===== src/rtl/serial_adder_pkg.sv =====
// Shared types and sizing helpers for the bit-serial adder.
// Optional two's-complement overflow output is enabled by SERIAL_ADDER_OVF_EN.
package serial_adder_pkg;

  typedef enum logic {
    IDLE,
    RUN
  } state_t;

  // Bit counter width: clog2(width)+1
  function automatic int cnt_width(input int width);
    return $clog2(width) + 1;
  endfunction

endpackage


===== src/rtl/serial_adder_full_adder.sv =====
// Combinational 1-bit full adder cell used by the serial adder datapath.
module full_adder (
  input  logic x,
  input  logic y,
  input  logic ci,
  output logic s,
  output logic co
);

  assign s  = x ^ y ^ ci;
  assign co = (x & y) | (x & ci) | (y & ci);

endmodule


===== src/rtl/serial_adder.sv =====
// Bit-serial LSB-first WIDTH-bit adder: one full adder plus a carry flip-flop.
// Define SERIAL_ADDER_OVF_EN to add the registered two's-complement overflow output ovf.
module serial_adder
  import serial_adder_pkg::*;
#(
  parameter int WIDTH = 8
) (
  input  logic             clk,
  input  logic             rst_n,
  input  logic             start,
  input  logic [WIDTH-1:0] a,
  input  logic [WIDTH-1:0] b,
  input  logic             cin,
  output logic             busy,
  output logic             done,
  output logic [WIDTH-1:0] sum,
  output logic             cout
`ifdef SERIAL_ADDER_OVF_EN
  ,
  output logic             ovf
`endif
);

  localparam int             CW   = cnt_width(WIDTH);
  localparam logic [CW-1:0]  LAST = CW'(WIDTH - 1);

  state_t           state;
  state_t           state_next;
  logic             accept;
  logic             last;

  logic [WIDTH-1:0] a_sr;
  logic [WIDTH-1:0] b_sr;
  logic [WIDTH-2:0] res_sr;
  logic [WIDTH-1:0] res_full;
  logic             carry;
  logic [CW-1:0]    cnt;
  logic             bit_s;
  logic             bit_co;

  full_adder u_fa (
    .x  (a_sr[0]),
    .y  (b_sr[0]),
    .ci (carry),
    .s  (bit_s),
    .co (bit_co)
  );

  // Only WIDTH-1 bits are stored; the final bit joins them directly into sum.
  assign res_full = {bit_s, res_sr};

  always_ff @(posedge clk or negedge rst_n) begin
    if (!rst_n) begin
      state <= IDLE;
    end else begin
      state <= state_next;
    end
  end

  always_comb begin
    state_next = state;
    accept     = 1'b0;
    last       = 1'b0;
    busy       = 1'b0;
    case (state)
      IDLE: begin
        if (start) begin
          accept     = 1'b1;
          state_next = RUN;
        end
      end
      RUN: begin
        busy = 1'b1;
        if (cnt == LAST) begin
          last       = 1'b1;
          state_next = IDLE;
        end
      end
      default: state_next = IDLE;
    endcase
  end

  always_ff @(posedge clk or negedge rst_n) begin
    if (!rst_n) begin
      a_sr   <= '0;
      b_sr   <= '0;
      res_sr <= '0;
      carry  <= 1'b0;
      cnt    <= '0;
      done   <= 1'b0;
      sum    <= '0;
      cout   <= 1'b0;
`ifdef SERIAL_ADDER_OVF_EN
      ovf    <= 1'b0;
`endif
    end else begin
      done <= last;
      if (accept) begin
        a_sr  <= a;
        b_sr  <= b;
        carry <= cin;
        cnt   <= '0;
      end else if (state == RUN) begin
        a_sr   <= a_sr >> 1;
        b_sr   <= b_sr >> 1;
        carry  <= bit_co;
        res_sr <= res_full[WIDTH-1:1];
        cnt    <= cnt + CW'(1);
        if (last) begin
          sum  <= res_full;
          cout <= bit_co;
`ifdef SERIAL_ADDER_OVF_EN
          // carry still holds the carry into the MSB here
          ovf  <= carry ^ bit_co;
`endif
        end
      end
    end
  end

endmodule


===== config.mk =====
export PLATFORM = sky130hd
export DESIGN_NAME = serial_adder
export DESIGN_NICKNAME = d
export VERILOG_FILES = /design/src/rtl/serial_adder_pkg.sv /design/src/rtl/serial_adder_full_adder.sv /design/src/rtl/serial_adder.sv
export SDC_FILE = /design/constraint.sdc
export NUM_CORES = 1
export LEC_CHECK = 0
export CORE_ASPECT_RATIO = 1.5
export CORE_UTILIZATION = 31
export CTS_CLUSTER_SIZE = 10
export DETAILED_ROUTE_END_ITERATION = 8
export MAX_ROUTING_LAYER = met4
export PLACE_DENSITY_LB_ADDON = 0.3
export SLEW_MARGIN = 5
export SYNTH_ARGS = -nofsm -noshare
export SYNTH_HDL_FRONTEND = slang
export SYNTH_SLANG_ARGS = --single-unit

===== constraint.sdc =====
create_clock -name clk -period 1.19 [get_ports clk]
set_input_delay 0.119 -clock clk [delete_from_list [all_inputs] [get_ports clk]]
set_output_delay 0.119 -clock clk [all_outputs]
set_load 0.02 [all_outputs]

# Word-level counts from Yosys, hierarchy flattened

Index checks and enable logic that the tools add are counted.

Add/sub/neg operators: 1
Equality and inequality tests: 1
Muxes and demuxes: 15
Bitwise operators: 9
Reductions and logical operators: 3

Operators by type and width:

| operator            | number |
|---|---|
| $mux 8              | 4 |
| $mux 1              | 8 |
| $mux 4              | 2 |
| $add 4x1->4 const B | 1 |
| $eq 4x3->1 const B  | 1 |
| $and 1x1->1         | 3 |
| $reduce_and 3->1    | 1 |
| $not 1->1           | 2 |
| $or 1x1->1          | 2 |
| $pmux 1 s2          | 1 |
| $reduce_and 2->1    | 1 |
| $reduce_bool 2->1   | 1 |
| $xor 1x1->1         | 2 |

Flip-flop bits (word level): 39
Output and inout bits: 11

# Longest topological paths before layout

Depth after elaboration: 5
Depth in mapped cells: 4

# By module

A second synthesis with hierarchy kept.

Cell total of the unflattened synthesis: 124
Area, all modules: 1635.3 sq um

Modules (own cells, without submodules):

| module       | instances | cells an instance | area each (sq um) | seq. area each (sq um) |
|---|---|---|---|---|
| serial_adder | 1         | 123               | 1615.3            | 975.9 |
| full_adder   | 1         | 1                 | 20.0              | 0.0 |

# Worst setup path after synthesis

OpenSTA, ideal clock, no wires.

Kind: reg-to-reg
From: register state
To: register sum[0]
Setup time: 0.125 ns
Arrival time: 1.182 ns
Data required time: 1.065 ns
Path slack: -0.117 ns
Cell stages (with the launch flop): 5
Buffers on the path: 1
Clock period less this slack: 1.307 ns
Path through: dfrtp_1 -> buf_6 -> nand4_4 -> inv_6 -> mux2_4

RTL lines:

| element                           | RTL line            | source |
|---|---|---|
| start: declaration                | serial_adder.sv:27  | `state_t state;` |
| start signal: assignment          | serial_adder.sv:56  | `state <= state_next;` |
| $mux 1                            | serial_adder.sv:65  | `case (state)` |
| via last                          | serial_adder.sv:30  | `logic last;` |
| $reduce_and 3->1 (no source line) | n/a                 |  |
| end signal: assignment            | serial_adder.sv:110 | `sum <= res_full;` |
| end: declaration                  | serial_adder.sv:16  | `output logic [WIDTH-1:0] sum,` |

The timed path passes the listed nets, and every way through them passes these cells.
A chain may end at the register's enable or synchronous reset.

# Final worst setup path

From: register a_sr[0]
To: register sum[7]

Word-level cells in the longest chain between the ends: 2

RTL lines:

| element                   | RTL line                      | source |
|---|---|---|
| start: declaration        | serial_adder.sv:32            | `logic [WIDTH-1:0] a_sr;` |
| start signal: assignment  | serial_adder.sv:104           | `a_sr <= a_sr >> 1;` |
| $xor 1x1->1 (2 in series) | serial_adder_full_adder.sv:10 | `assign s = x ^ y ^ ci;` |
| via bit_s                 | serial_adder.sv:38            | `logic bit_s;` |

The timed path passes the listed nets, and every way through them passes these cells.

==> flow_summary.toml <==
[synth]
netlist_top_cells_count = "39 x dfrtp_1, 17 x mux2i_1, 17 x nand2_1, 17 x o21ai_0, 10 x mux2_2"
synthArstFlopShare_pct = 100
synth-seq-cells = 39
yosys.area.top_type = "dfrtp_1"
mappedNetlistArea_um2 = 1670
yosys.cell_types.count = 21
synth-main-ff-cell = "dfrtp_1"
yosysWarnings = 0
synthesis.nets = 150
synth_area_leaders = "dfrtp_1 58%, mux2i_1 10%, mux2_2 6.7%, mux2_4 6.3%, o21ai_0 5.1%"
synth_edf_count = 0
synthCells = 128
synth_area_per_cell_um2 = 13.1
synth_most_common_cell = "dfrtp_1"
synth_top_area_share_pct = 58.3
synth_seq_area_share_pct = 58.3

[sta]
setup_slack_ns = -0.0830
period_minus_slack_ns = 1.27
finalMaxSlewViolations = 0
max_freq_mhz = 786
setup_violations = 10
skew_ns = 0.0106
slew_headroom_pct = 69.6
rsz0062_at_grt = "true"
finalCritPeriodShare_pct = 107
worstMarginPinSlew_ns = 0.456
finalHoldViolations = 0

[routing]
ant_nets = 0
dr.pass1.iters = 2
wirelength_um = 3280
drtIter0Drc = 57
wl_per_cell_um = 13.6
dr_total_vias = 1104
vias_per_cell = 4.56
drc = 0

[final_layout]
area_growth_pct = 34.8
drive_gt1_share_pct = 27.6
nets = 195
stdcell_count = 242
antenna_cells = 0

[setup_path]
worstSetupEndpointType = "flop"
cp.arrival_ns = 1.45
crit_end = "sum[7]$_DFFE_PN0P_"
r2r_cells = 2
critPathLaunchType = "flop"
rrSetupSlack_ns = -0.08
path_class = "flop to flop"
crit_start = "a_sr[0]$_DFFE_PN0P_"
critPathRequiredTime_ns = 1.37
worstReg2RegStart = "a_sr[0]$_DFFE_PN0P_"
reg2reg_to = "sum[7]$_DFFE_PN0P_"
cp_max_fo = 2

[clock_tree]
cts_buffers = 5
cts_tree = "done"
cts.sinks = 39
h-tree-depth = 2
clkTransAtPathRegs_ns = 0.08
cts.path.max_buffers = 2
clk_latency_ns = 0.29
cts_root_buffer = "clkbuf_8"

[die]
io-pin-count = 31
dieArea_um2 = 5700
dieHeight_um = 92
fp.coreArea_um2 = 5160
rows = 32
start_util_pct = 32.4
die_w_um = 62

[power_and_ir_drop]
total_power_mw = 5.21
power_leakage_nw = 1.07
ir_worst_vdd_mv = 1.13
p_per_area_nw_per_um2 = 2310

[run_status]
status = "complete, but fails checks"
violations = "setup timing"

[global_routing]
grtUsageMet2_pct = 20.1
grt_util_met1_pct = 16.2
grt_pass1_vias = 1214
grt_busiest_layer = "met2"
grt_first_pass_wirelength_um = 5390
gr-total-overflow = 0
use_met3_pct = 3.81
grt.total_usage_pct = 13.2
grt_max_degree = 22
grt_antenna_before_repair = 0

[place]
dp.cells = 230
portBuffers = 30
hpwlAfterDp_um = 2300
gp_congestion = 0.741

[job]
drv_cap = 0

[hold_path]
hold_class = "input port to async pin"
routing by layer:
metal	up-vias	wire, um	share of wire (%)
met5	-	0	0
met4	0	50	1.5
met3	5	140	4.3
met2	28	1630	50
met1	544	1460	45
li1	527	-	-
cells by family after synthesis:
group                      count (synthesis)  share of synthesized area [%]
muxes                                     34                           23.2
and+or+nand+nor                           24                           6.65
DFF                                       39                           58.3
buffers and inverters                      9                           3.66
AOI/OAI and AO/OA                         20                           6.28
adders and majority gates                  2                           1.94
critical path, stage by stage, from the launching register on:
cell and delay (ns):
dfrtp_1 0.42, fa_2 0.48, mux2_2 0.27
repair_timing:
| item | CTS | global route |
|---|---|---|
| pin swaps | 0 | 3 |
| gates resized for setup | 14 | 4 |
| hold buffers | 1 | 0 |
| hold endpoints to repair | 18 | 0 |
| endpoints found under the setup margin | 24 | 20 |
| buffers inserted | 1 | 2 |
power by group:
part           switching, mW  internal, mW  total, mW
combinational          0.924          1.11       2.03
sequential             0.362          1.85       2.21
clock                  0.442         0.527      0.969
total                   1.73          3.49       5.21
flip-flops by register name, indices dropped and copies added, names as in the netlist:
register and count:
cout 1, b_sr 8, a_sr 8, cnt 4
state 1, sum 8, carry 1, res_sr 7
done 1
metrics by stage:
stage	util [%]	TNS (ns)	setup WS [ns]	cell area [um2]	hold slack [ns]
detailed placement	40.9	-2.50	-0.113	2110	0.0894
global placement	40.9	-1.27	-0.0695	2110	0.0919
finish	43.7	-0.657	-0.0830	2260	0.306
CTS	43.2	-0.745	-0.0871	2230	0.310
floorplan	-	-0.296	-0.0454	1690	-0.177
global route	43.7	-1.45	-0.134	2260	0.339
how the worst min path moves through the flow:
stage	from	end	slack, ns	depth (start not counted)
floorplan	rst_n	a_sr[0]$_DFFE_PN0P_	-0.18	0
global placement	rst_n	a_sr[3]$_DFFE_PN0P_	0.09	1
detailed placement	rst_n	a_sr[4]$_DFFE_PN0P_	0.09	1
CTS	rst_n	cnt[3]$_DFFE_PN0P_	0.31	2
global route	rst_n	cnt[3]$_DFFE_PN0P_	0.34	2
finish	rst_n	cnt[3]$_DFFE_PN0P_	0.31	2
cells in the final DEF (no fill, tap or decap), drive strengths merged:
| cell | Yosys | final |
|---|---|---|
| a21oi | 1 | 1 |
| a22o | 1 | 1 |
| buf | 6 | 15 |
| clkbuf | 1 | 7 |
| clkdlybuf4s50 | 0 | 18 |
| clkinvlp | 0 | 1 |
| dfrtp | 39 | 39 |
| dlygate4sd2 | 0 | 11 |
| dlygate4sd3 | 0 | 1 |
| fa | 1 | 1 |
| ha | 1 | 1 |
| inv | 2 | 2 |
| mux2 | 17 | 17 |
| mux2i | 17 | 17 |
| nand2 | 17 | 17 |
| nand3 | 1 | 1 |
| nand4 | 1 | 1 |
| nor2 | 4 | 4 |
| nor2b | 1 | 1 |
| o21ai | 17 | 17 |
| o22ai | 1 | 1 |
layout make-up:
type	count	area, um2
timing repair buffer	45	409
fill	484	2910
clock buffer	7	96.3
tap	68	85.1
multi-input combinational	80	667
sequential	39	977
inverter	2	15.0
clock inverter	1	7.51
Power figures use the tool's default switching activity.
